**src/rtl/multi_bcd_display.sv**
```systemverilog
// Multi-channel value to seven-segment display driver with decimal (double-dabble) or hex digits.
// Latency: decimal CHANNELS*(IN_WIDTH+1)+1 edges from accepted start to done, hex CHANNELS+1 edges.
// No backpressure: start is only sampled when idle; a start while busy is dropped, not queued.
module multi_bcd_display #(
    parameter int CHANNELS = 2,
    parameter int IN_WIDTH = 6,
    parameter int DIGITS   = 2
) (
    input  logic                         clk,
    input  logic                         rst,
    input  logic                         start,
    input  logic                         mode_hex,
    input  logic                         blank_lz,
    input  logic [CHANNELS*IN_WIDTH-1:0] in,
    output logic                         busy,
    output logic                         done,
    output logic [CHANNELS-1:0]          ovf,
    output logic [CHANNELS*DIGITS*7-1:0] ssd
);

    // BCD digits needed to hold 2^IN_WIDTH-1
    localparam int NB = (IN_WIDTH + 2) / 3;
    localparam int CW = (CHANNELS > 1) ? $clog2(CHANNELS) : 1;
    localparam int BW = (IN_WIDTH > 1) ? $clog2(IN_WIDTH) : 1;
    localparam int EW = IN_WIDTH + 4 * DIGITS;
    localparam int SW = 4 * (NB + DIGITS);

    localparam logic [CW-1:0] LAST_CH  = CW'(CHANNELS - 1);
    localparam logic [BW-1:0] LAST_BIT = BW'(IN_WIDTH - 1);
    localparam logic [6:0]    SEG_BLANK = 7'h7F;
    localparam logic [6:0]    SEG_DASH  = 7'h3F;
    localparam logic [CHANNELS*DIGITS*7-1:0] BLANK_ALL = {(CHANNELS*DIGITS){SEG_BLANK}};

    typedef enum logic [1:0] {IDLE, CONVERT, WRITE, DONE} state_t;

    state_t                         state;
    logic [CHANNELS*IN_WIDTH-1:0]   in_lat;
    logic                           hex_lat;
    logic                           blank_lat;
    logic [CW-1:0]                  ch_idx;
    logic [CW-1:0]                  ch_nxt;
    logic [BW-1:0]                  bit_cnt;
    logic [4*NB-1:0]                scratch;
    logic [4*NB-1:0]                scratch_adj;
    logic [IN_WIDTH-1:0]            value;
    logic [CHANNELS*DIGITS*7-1:0]   shadow_ssd;
    logic [CHANNELS-1:0]            shadow_ovf;

    logic [IN_WIDTH-1:0]            cur_val;
    logic [EW-1:0]                  hex_ext;
    logic [SW-1:0]                  dec_ext;
    logic                           ovf_c;
    logic                           seen_nz;
    logic [3:0]                     nib;
    logic [DIGITS*7-1:0]            dig_codes;

    // Active-low segments, bit0=a .. bit6=g
    function automatic logic [6:0] seg7(input logic [3:0] n);
        case (n)
            4'h0: seg7 = 7'h40;  4'h1: seg7 = 7'h79;  4'h2: seg7 = 7'h24;  4'h3: seg7 = 7'h30;
            4'h4: seg7 = 7'h19;  4'h5: seg7 = 7'h12;  4'h6: seg7 = 7'h02;  4'h7: seg7 = 7'h78;
            4'h8: seg7 = 7'h00;  4'h9: seg7 = 7'h10;  4'hA: seg7 = 7'h08;  4'hB: seg7 = 7'h03;
            4'hC: seg7 = 7'h46;  4'hD: seg7 = 7'h21;  4'hE: seg7 = 7'h06;  default: seg7 = 7'h0E;
        endcase
    endfunction

    assign ch_nxt = ch_idx + 1'b1;

    // Double-dabble correction: any BCD nibble >= 5 gets +3 before the shift
    always_comb begin
        scratch_adj = scratch;
        for (int i = 0; i < NB; i++) begin
            if (scratch[4*i +: 4] >= 4'd5)
                scratch_adj[4*i +: 4] = scratch[4*i +: 4] + 4'd3;
        end
    end

    // Digit codes and overflow for the channel currently in WRITE
    always_comb begin
        cur_val   = in_lat[ch_idx*IN_WIDTH +: IN_WIDTH];
        hex_ext   = {{(4*DIGITS){1'b0}}, cur_val};
        dec_ext   = {{(4*DIGITS){1'b0}}, scratch};
        ovf_c     = hex_lat ? |(hex_ext >> (4*DIGITS)) : |(dec_ext >> (4*DIGITS));
        seen_nz   = 1'b0;
        nib       = 4'h0;
        dig_codes = '0;
        // Walk from the most significant digit so blanking stops at the first nonzero digit
        for (int d = DIGITS - 1; d >= 0; d--) begin
            nib = hex_lat ? hex_ext[4*d +: 4] : dec_ext[4*d +: 4];
            if (ovf_c)
                dig_codes[7*d +: 7] = SEG_DASH;
            else if (blank_lat && (d != 0) && !seen_nz && (nib == 4'h0))
                dig_codes[7*d +: 7] = SEG_BLANK;
            else
                dig_codes[7*d +: 7] = seg7(nib);
            if (nib != 4'h0)
                seen_nz = 1'b1;
        end
    end

    // Control FSM; results build up in shadow registers and reach the outputs together in DONE
    always_ff @(posedge clk) begin
        if (rst) begin
            state      <= IDLE;
            busy       <= 1'b0;
            done       <= 1'b0;
            ovf        <= '0;
            ssd        <= BLANK_ALL;
            shadow_ssd <= BLANK_ALL;
            shadow_ovf <= '0;
            in_lat     <= '0;
            hex_lat    <= 1'b0;
            blank_lat  <= 1'b0;
            ch_idx     <= '0;
            bit_cnt    <= '0;
            scratch    <= '0;
            value      <= '0;
        end else begin
            done <= 1'b0;
            case (state)
                IDLE: begin
                    if (start) begin
                        in_lat    <= in;
                        hex_lat   <= mode_hex;
                        blank_lat <= blank_lz;
                        ch_idx    <= '0;
                        scratch   <= '0;
                        bit_cnt   <= '0;
                        value     <= in[IN_WIDTH-1:0];
                        busy      <= 1'b1;
                        state     <= mode_hex ? WRITE : CONVERT;
                    end
                end
                CONVERT: begin
                    {scratch, value} <= {scratch_adj, value} << 1;
                    bit_cnt          <= bit_cnt + 1'b1;
                    if (bit_cnt == LAST_BIT)
                        state <= WRITE;
                end
                WRITE: begin
                    shadow_ssd[ch_idx*DIGITS*7 +: DIGITS*7] <= dig_codes;
                    shadow_ovf[ch_idx]                      <= ovf_c;
                    if (ch_idx == LAST_CH) begin
                        state <= DONE;
                    end else begin
                        ch_idx <= ch_nxt;
                        if (!hex_lat) begin
                            scratch <= '0;
                            bit_cnt <= '0;
                            value   <= in_lat[ch_nxt*IN_WIDTH +: IN_WIDTH];
                            state   <= CONVERT;
                        end
                    end
                end
                DONE: begin
                    ssd   <= shadow_ssd;
                    ovf   <= shadow_ovf;
                    busy  <= 1'b0;
                    done  <= 1'b1;
                    state <= IDLE;
                end
                default: state <= IDLE;
            endcase
        end
    end

endmodule

```
**config.mk**
```make
export PLATFORM = sky130hd
export DESIGN_NAME = multi_bcd_display
export DESIGN_NICKNAME = d
export VERILOG_FILES = /design/src/rtl/multi_bcd_display.sv
export SDC_FILE = /design/constraint.sdc
export NUM_CORES = 1
export LEC_CHECK = 0
export BUFFER_PORTS_ARGS = -buffer_cell sky130_fd_sc_hd__buf_2
export CAP_MARGIN = 10
export CORE_ASPECT_RATIO = 2
export CORE_MARGIN = 2
export CORE_UTILIZATION = 40
export DETAILED_ROUTE_END_ITERATION = 6
export HOLD_SLACK_MARGIN = 0.03
export PLACE_DENSITY = 0.66
export SLEW_MARGIN = 20
export SYNTH_ARGS = -nofsm -noshare
export SYNTH_HDL_FRONTEND = slang
export SYNTH_SLANG_ARGS = --single-unit
export TNS_END_PERCENT = 100
```
**constraint.sdc**
```tcl
create_clock -name clk -period 5.26 [get_ports clk]
set_clock_uncertainty 0.1 [all_clocks]
set_input_delay 1.052 -clock clk [delete_from_list [all_inputs] [get_ports clk]]
set_output_delay 1.052 -clock clk [all_outputs]
set_load 0.05 [all_outputs]
```
Word level (Yosys, flattened, before mapping)
Memory sizes are Yosys's and may differ from the RTL's.
Index checks and enable logic that the tools add are counted.

operators by class
  bitwise logic cells = 2
  shifts and indexed selects = 4
  muxes and demuxes = 32
  multipliers = 3
  $lt $le $gt $ge = 4
  eq/ne operators = 9
  add/sub/neg operators = 5
  reduce and logical (&&, ||, !) cells = 12

operators by type and width
  operator                                                            number
  negator 5 -> 34 bit                                                 1
  variable shift 14 x 34 -> 28 bit (first input constant)             1
  indexed part select 14 x 34 -> 28 bit                               1
  bitwise mux 28 bit                                                  1
  2-to-1 mux 8 bit                                                    3
  case mux 8 bit (3 select lines)                                     1
  indexed part select 12 x 5 -> 6 bit                                 2
  2-to-1 mux 6 bit                                                    3
  case mux 6 bit (3 select lines)                                     1
  2-to-1 mux 3 bit                                                    4
  2-to-1 mux 4 bit                                                    3
  2-to-1 mux 2 bit                                                    5
  case mux 3 bit (3 select lines)                                     1
  greater-or-equal comparator 4 x 3 -> 1 bit (second input constant)  2
  != test 2 bit (second input constant)                               4
  case mux 2 bit (4 select lines)                                     1
  2-to-1 mux 7 bit                                                    1
  multiplier 1 x 2 -> 3 bit (second input constant)                   2
  AND reduction 2 bit                                                 3
  2-to-1 mux 1 bit                                                    5
  adder 4 x 2 -> 4 bit (second input constant)                        1
  equality test 2 bit (second input constant)                         2
  logical NOT 4 bit                                                   1
  multiplier 1 x 3 -> 4 bit (second input constant)                   1
  other kinds (18)                                                    21

storage, ports and cells
  bits in read-only memories = 224
  register bits after elaboration = 96
  memories kept = 2
  word-level logic and storage cells = 87

memory list
  name              words  width  read ports  clocked after memory_dff  write ports  line  text
  (name not given)  16     7      1           0                         0            59    case (n)
  (name not given)  16     7      1           0                         0            59

Longest topological paths before layout
Gate-level depths: netlist of the first run.

  depth in word-level cells = 8
  mapped depth = 12
  depth with buffers taken out = 10

Worst setup path after synthesis of the first run
Ideal clock, no wire load.

  kind = register to register
  start = reg hex_lat
  end = reg shadow_ssd[25]
  arrival time = 2,200 ps
  data required time = 5,043 ps
  path slack = 2,843 ps
  setup time = 117 ps
  path buffers = 3
  cell stages (with the launch flop) = 12
  path through = dfxtp_1 -> buf_2 -> buf_2 -> buf_2 -> o21ai_0 -> inv_1 -> ha_1 -> mux2_1 -> o21ai_0 -> a21boi_1 -> o22ai_1 -> nand2b_1

between the ends
  cells in the longest elaborated chain, start to end = 6

ends and longest elaborated chain
  what                                                                         line  text
  start: declaration                                                           38    logic hex_lat;
  start signal: assignment                                                     124   hex_lat <= mode_hex;
  parallel branches: the longest is 4 deep, another holds memory (16 x 7 bit)  -
  indexed part select 14 x 34 -> 28 bit (*)                                    141   shadow_ssd[ch_idx*DIGITS*7 +: DIGITS*7] <= dig_codes;
  bitwise mux 28 bit (*)                                                       141
  end signal: indexed assignment                                               141
  end: declaration                                                             46    logic [CHANNELS*DIGITS*7-1:0] shadow_ssd;

Every way passes the cells marked *.
A chain may end at the register's enable or synchronous reset.

Worst setup path after layout of the first run
  start = reg ch_idx
  end = reg shadow_ssd[25]

between the ends
  cells in the longest elaborated chain, start to end = 8

ends and longest elaborated chain
  what                                                                         line  text
  start: declaration                                                           40    logic [CW-1:0] ch_idx;
  start signal: assignment                                                     146   ch_idx <= ch_nxt;
  parallel branches: the longest is 7 deep, another holds memory (16 x 7 bit)  -
  bitwise mux 28 bit (*)                                                       141

Marks and branches as above.

==> out/metrics.yaml, run 1 <==
ys_seq_area_frac: 0.406
synth_edf_count: 0
insertion_delay_ns: 0.34
vias_per_cell: 5.47
syn_inst: 548
hpwl_um: 8040
ir_drop_mv: 0.195
dieArea_mm2: 0.0128
gp_congestion: 0.897
ctsRootBufferMaster: "clkbuf_16"
grt_use_total: 0.179
ys.flop_type: "dfxtp_1"
wirelength_um: 11000
cp-start-kind: "register"
die_x_um: 80.9
hold_class: "register to register"
pin_count: 49
ctsResizeCount: 0
fin_crit_ns: 2.86
final_layout_size_suffix_gt1_frac: 0.143
comb_power_share: 0.338
yosys_warnings: 0
via_count: 3931
area_delta_synth_final_pct: 11.9
ctsLongestPathBuffers: 2
power_leakage_uw: 0.00198
synth.distinct_cells: 54
finalSetupTns_ns: 0
grt_antenna_before_repair: 0
cts_tree: "done"
period_share: 0.544
synth.avg_cell_area_um2: 8.63
clkTransAtPathRegs_ns: 0.06
cp.required_ns: 5.39
synth_top_area_frac: 0.406
cts_hold_buffers: 0
drc: 0
initial_utilization: 0.407
htreeDepth: 3
ys_top_cells_by_area: "dfxtp_1, ha_1, a211o_1"
total_power_uw: 2430
fmaxAchievable_mhz: 349
cp_max_fo: 20
rsz0062_at_grt: "no"
r2r_cells: 11
ys_seq_elements: 96
switchingPower_uw: 917
numCtsBuffers: 9
num_rows: 56
grt_overflow_total: 0
netlist_area_mm2: 0.00473
max_slew_margin: 0.291
switching_share: 0.378
status: "complete, no violations"
endpoint_kind: "register"
grt_max_degree: 63
fin_nets: 609
post_drt_wl_per_cell_um: 15.4
yosysTopAreaCell: "dfxtp_1"
multi_input_area_mm2: 0.00256
cap_violations: 0
crit_type: "register to register"
fill_cells: 1198
die_h_um: 158
dr.pass1.iters: 4
drtIter0Drc: 170
cp.arrival_ns: 2.99
setup_viol: 0
synth_fp_nets: 588
ant_nets: 0
holdPathStages: 2
worstMarginPinSlew_ns: 1.06
slew_violations: 0
diodes: 0
seqCellArea_mm2: 0.00192
clockPowerShare: 0.274
core_mm2: 0.0116
hold_viol_final: 0
portBuffers: 48
pwr-share-seq: 0.388
post-cts-setup-buffers: 0
grt_pass1_wl_um: 17800
p_int_uw: 1510
cts.sinks: 96
power_density_mw_per_mm2: 458
synthArstFlopShare: 0
grt_pass1_vias: 3826
cells in the final DEF (no fill, tap or decap), types with 6 or more instances in the layout:
cell type,count
nand2_1,66
clkbuf_16,9
nand3_1,7
nor2b_1,35
nand3b_1,6
inv_1,14
ha_1,22
buf_2,48
a211o_1,30
nand2b_1,11
nor2_1,34
mux2_2,6
o21ai_0,12
a21oi_1,50
nor3_1,19
o211ai_1,8
a31oi_1,9
mux2i_1,15
dfxtp_1,96
a22oi_1,11
worst max-delay path: stages, from the launching register on:
cell	delay (ns)
dfxtp_1	0.43
buf_4	0.31
mux2i_1	0.24
nand2_1	0.09
o21ai_0	0.29
inv_1	0.17
ha_1	0.30
mux2_1	0.30
o21ai_0	0.14
a21boi_1	0.14
o22ai_1	0.16
nand2b_1	0.07
registers in the layout, summed over array words and instances (netlist names):
name and cells:
state 2, scratch 8, ssd 28, value 6
shadow_ssd 28, bit_cnt 3, hex_lat 1, in_lat 12
done 1, busy 1, shadow_ovf 2, ovf 2
blank_lat 1, ch_idx 1
stage by stage:
step | hold WS (ns) | util | cells | cell area (um2) | setup slack [ns]
finish | 0.355 | 0.455 | 719 | 5290 | 2.40
global route | 0.380 | 0.455 | 719 | 5290 | 2.13
CTS | 0.358 | 0.455 | 719 | 5290 | 2.43
detailed placement | 0.348 | 0.429 | 703 | 4990 | 2.41
global placement | 0.340 | 0.429 | 703 | 4990 | 2.47
floorplan | 0.332 | - | 548 | 4730 | 2.84
cells in the mapped netlist (all sizes together), types with 2 or more instances:
master / count
dfxtp: 96
inv: 15
or3: 2
mux2: 7
a211o: 30
nand3b: 6
nor3: 19
buf: 18
o21ai: 17
a31oi: 9
a211oi: 2
ha: 23
nand2: 66
nor2: 34
nor3b: 5
nand2b: 11
nand3: 8
o21bai: 3
a21oi: 51
xnor2: 2
o2111ai: 2
and2: 3
clkbuf: 24
o311ai: 4
nor2b: 35
o22ai: 2
xor2: 3
o211ai: 8
a22oi: 11
mux2i: 16
a21o: 4
layout make-up:
class | instances | share of cell area
multi-input combinational | 395 | 0.483
sequential | 96 | 0.363
clock inverter | 5 | 0.0121
tap | 145 | 0.0343
clock buffer | 11 | 0.0459
inverter | 15 | 0.0106
timing repair buffer | 52 | 0.0511
final timing paths:
check / to / start / slack, ns
worst min register to register: value[4]$_SDFFE_PP0P_ / value[4]$_SDFFE_PP0P_ / 0.36
worst max-delay path: shadow_ssd[25]$_SDFFE_PP1P_ / ch_idx$_SDFFE_PP0P_ / 2.40
worst max register to register: shadow_ssd[25]$_SDFFE_PP1P_ / ch_idx$_SDFFE_PP0P_ / 2.40
worst min-delay path: value[4]$_SDFFE_PP0P_ / value[4]$_SDFFE_PP0P_ / 0.36
routing by layer:
layer	up-vias	part of all wire	wire length [um]	GRT usage
met5	-	0	0	0
met4	0	0.045	499	0.102
met3	27	0.033	367	0.0314
met2	82	0.54	5910	0.331
met1	1858	0.39	4260	0.182
li1	1964	-	-	-
logic make-up after synthesis:
group           after synthesis  share of synthesized area
compound gates              150                      0.213
xor+xnor                      5                    0.00926
fa+ha+maj                    23                     0.0608
buf+inv                      57                     0.0537
flops                        96                      0.406
mux                          24                     0.0561
simple gates                193                      0.200
power groups by stage:
stage | Sequential [uW] | Combinational, uW | Clock, uW
2_1_floorplan | 1030 | 565 | 0
3_3_place_gp | 955 | 805 | 0
3_5_place_dp | 959 | 818 | 0
4_1_cts | 943 | 822 | 681
5_1_grt | 958 | 909 | 708
6_report | 942 | 819 | 665
No activity file was read; power rests on OpenSTA's default activity.
==> run 2: changes to the inputs <==
==> constraint.sdc (replaced) <==
create_clock -name clk -period 2.7 [get_ports clk]
set_clock_uncertainty 0.1 [all_clocks]
set_input_delay 0.54 -clock clk [delete_from_list [all_inputs] [get_ports clk]]
set_output_delay 0.54 -clock clk [all_outputs]
set_load 0.05 [all_outputs]
==> run 2 against run 1 <==
Compared with the run above:
- maximum frequency increased by 15%
- die area unchanged
- cell area grew 0.95%
- utilization rose by 0.43 points
- wire length is 2.3% higher
- sequential power rose by 93%
- sequential share of layout area shrank 0.34 points
- highest routed layer unchanged
- worst setup slack got worse by 2.2 ns
- worst hold slack worse by 0.029 ns
==> out/metrics.yaml, run 2 (same netlist as run 1, synthesis figures left out) <==
pwr-share-seq: 0.386  # -0.002
cts.sinks: 96  # unchanged
setup_viol: 0  # unchanged
r2r_cells: 9  # -2
hold_class: "input pin to register"
holdPathStages: 3  # +1
ant_nets: 0  # unchanged
crit_slowest_cell: "dfxtp_1"
reg.largest.list: "shadow_ssd x28, ssd x28, in_lat x12"
wirelength_um: 11300  # +2.3%
cts_hold_buffers: 0  # unchanged
switchingPower_uw: 1770  # +93%
numCtsBuffers: 9  # unchanged
gp_congestion: 0.964  # +7.5%
period_share: 0.919  # +0.375
power_density_mw_per_mm2: 881  # +92%
vias_per_cell: 5.43  # -0.62%
grt_antenna_before_repair: 0  # unchanged
ctsResizeCount: 0  # unchanged
cp.arrival_ns: 2.58  # -0.41 ns
fin_ws_ns: 0.219  # -2.18 ns
die_x_um: 80.9  # unchanged
comb_power_share: 0.353  # +0.015
layout_common_cells: "dfxtp_1, nand2_1, a21oi_1, buf_2, nor2b_1"
endpoint_kind: "register"
drc: 0  # unchanged
cpPeakStageDelay_ns: 0.38  # -0.05 ns
fin_crit_ns: 2.48  # -0.380 ns
cts_tree: "done"
core_mm2: 0.0116  # unchanged
dp_slack_ns: 0.230  # -2.18 ns
clkTransAtPathRegs_ns: 0.07  # about the same
fin_nets: 620  # +1.8%
p_int_uw: 2940  # +95%
slew_violations: 0  # unchanged
diodes: 0  # unchanged
use_met2: 0.335  # +0.00354
ctsRootBufferMaster: "clkbuf_16"
finalSetupTns_ns: 0  # unchanged
grt_max_degree: 61  # -3.2%
hold_viol_final: 0  # unchanged
dpl.cell_count: 714  # +1.6%
met1_usage: 0.185  # +0.00283
initial_utilization: 0.407  # unchanged
dieArea_mm2: 0.0128  # unchanged
grt_pass1_wl_um: 18000  # +0.93%
ir_drop_mv: 0.382  # +96%
cp_max_fo: 23  # +15%
pin_count: 49  # unchanged
crit_type: "register to register"
portBuffers: 48  # unchanged
post_drt_wl_per_cell_um: 15.5  # +1.2%
area_delta_synth_final_pct: 13.0
htreeDepth: 3  # unchanged
clockPowerShare: 0.260  # -0.014
grt_busiest_layer: "met2"
grt_overflow_total: 0  # unchanged
cap_violations: 0  # unchanged
max_slew_margin: 0.590  # +0.299
ctsLongestPathBuffers: 2  # unchanged
drtIter0Drc: 166  # -2.4%
hpwl_um: 8410  # +4.6%
power_leakage_uw: 0.00202  # +2.2%
met3_usage: 0.0296  # -0.00171
num_rows: 56  # unchanged
rsz0062_at_grt: "no"
status: "complete, no violations"
final_layout_size_suffix_gt1_frac: 0.156  # +0.0135
cp.required_ns: 2.80  # -2.59 ns
insertion_delay_ns: 0.34  # about the same
fmaxAchievable_mhz: 403  # +15%
die_h_um: 158  # unchanged
dr.pass1.iters: 4  # unchanged
switching_share: 0.376  # -0.00179
layout_commonest_cell: "dfxtp_1"
fin_cells: 727  # +1.1%
crit_chain: "buf_4, mux2i_1, a21o_1, inv_1, ha_1, a211oi_1, a21oi_1, o211ai_1, a31oi_1"
post-cts-setup-buffers: 0  # unchanged
cp-start-kind: "register"
grt_use_total: 0.182  # +0.00267
grt_pass1_vias: 3788  # -0.99%
via_count: 3950  # +0.48%
worstMarginPinSlew_ns: 0.614  # -0.449 ns
-- run 2: worst paths after layout --
path	startpoint	to	slack, ns
worst max register to register	ch_idx$_SDFFE_PP0P_	shadow_ssd[18]$_SDFFE_PP1P_	0.22
worst min register to register	value[5]$_SDFFE_PP0P_	value[5]$_SDFFE_PP0P_	0.35
worst max-delay path	ch_idx$_SDFFE_PP0P_	shadow_ssd[18]$_SDFFE_PP1P_	0.22
worst min-delay path	in[7]	in_lat[7]$_SDFFE_PP0P_	0.33
-- run 2: layout make-up --
cell class	count	area (um2)
Inverter	15	56.3
Clock inverter	4	48.8
Timing Repair Buffer	63	353
Sequential cell	96	1920
Multi-Input combinational cell	395	2560
Tap cell	145	181
Clock buffer	9	225
Fill cell	1199	6290
-- run 2: power groups by stage --
stage	clock network (uW)	registers [uW]	logic (uW)
floorplan	0	2000	1100
global placement	0	1840	1640
detailed placement	0	1850	1660
CTS	1240	1820	1670
global route	1290	1850	1830
finish	1230	1820	1660
-- run 2: layer usage --
metal	part of all wire	vias up
li1	-	1986
met1	0.38	1837
met2	0.55	98
met3	0.034	29
met4	0.039	0
met5	0	-
-- run 2: through the flow --
| step | util | hold WS [ns] | total power, uW | instance area, um2 |
|---|---|---|---|---|
| 2_1_floorplan | - | 0.332 | 3100 | 4730 |
| 3_3_place_gp | 0.436 | 0.341 | 3480 | 5070 |
| 3_5_place_dp | 0.436 | 0.345 | 3510 | 5070 |
| 4_1_cts | 0.459 | 0.323 | 4730 | 5340 |
| 5_1_grt | 0.459 | 0.327 | 4970 | 5340 |
| 6_report | 0.459 | 0.326 | 4710 | 5340 |
-- run 2: worst max-delay path, delay by kind of cell, from the launching register on --
kind	cells	cell delay [ns]
buffers and inverters	2	0.42
adder cells (fa/ha/maj)	1	0.32
AO/OA/AOI/OAI	5	0.90
multiplexers	1	0.22
flip-flops	1	0.38
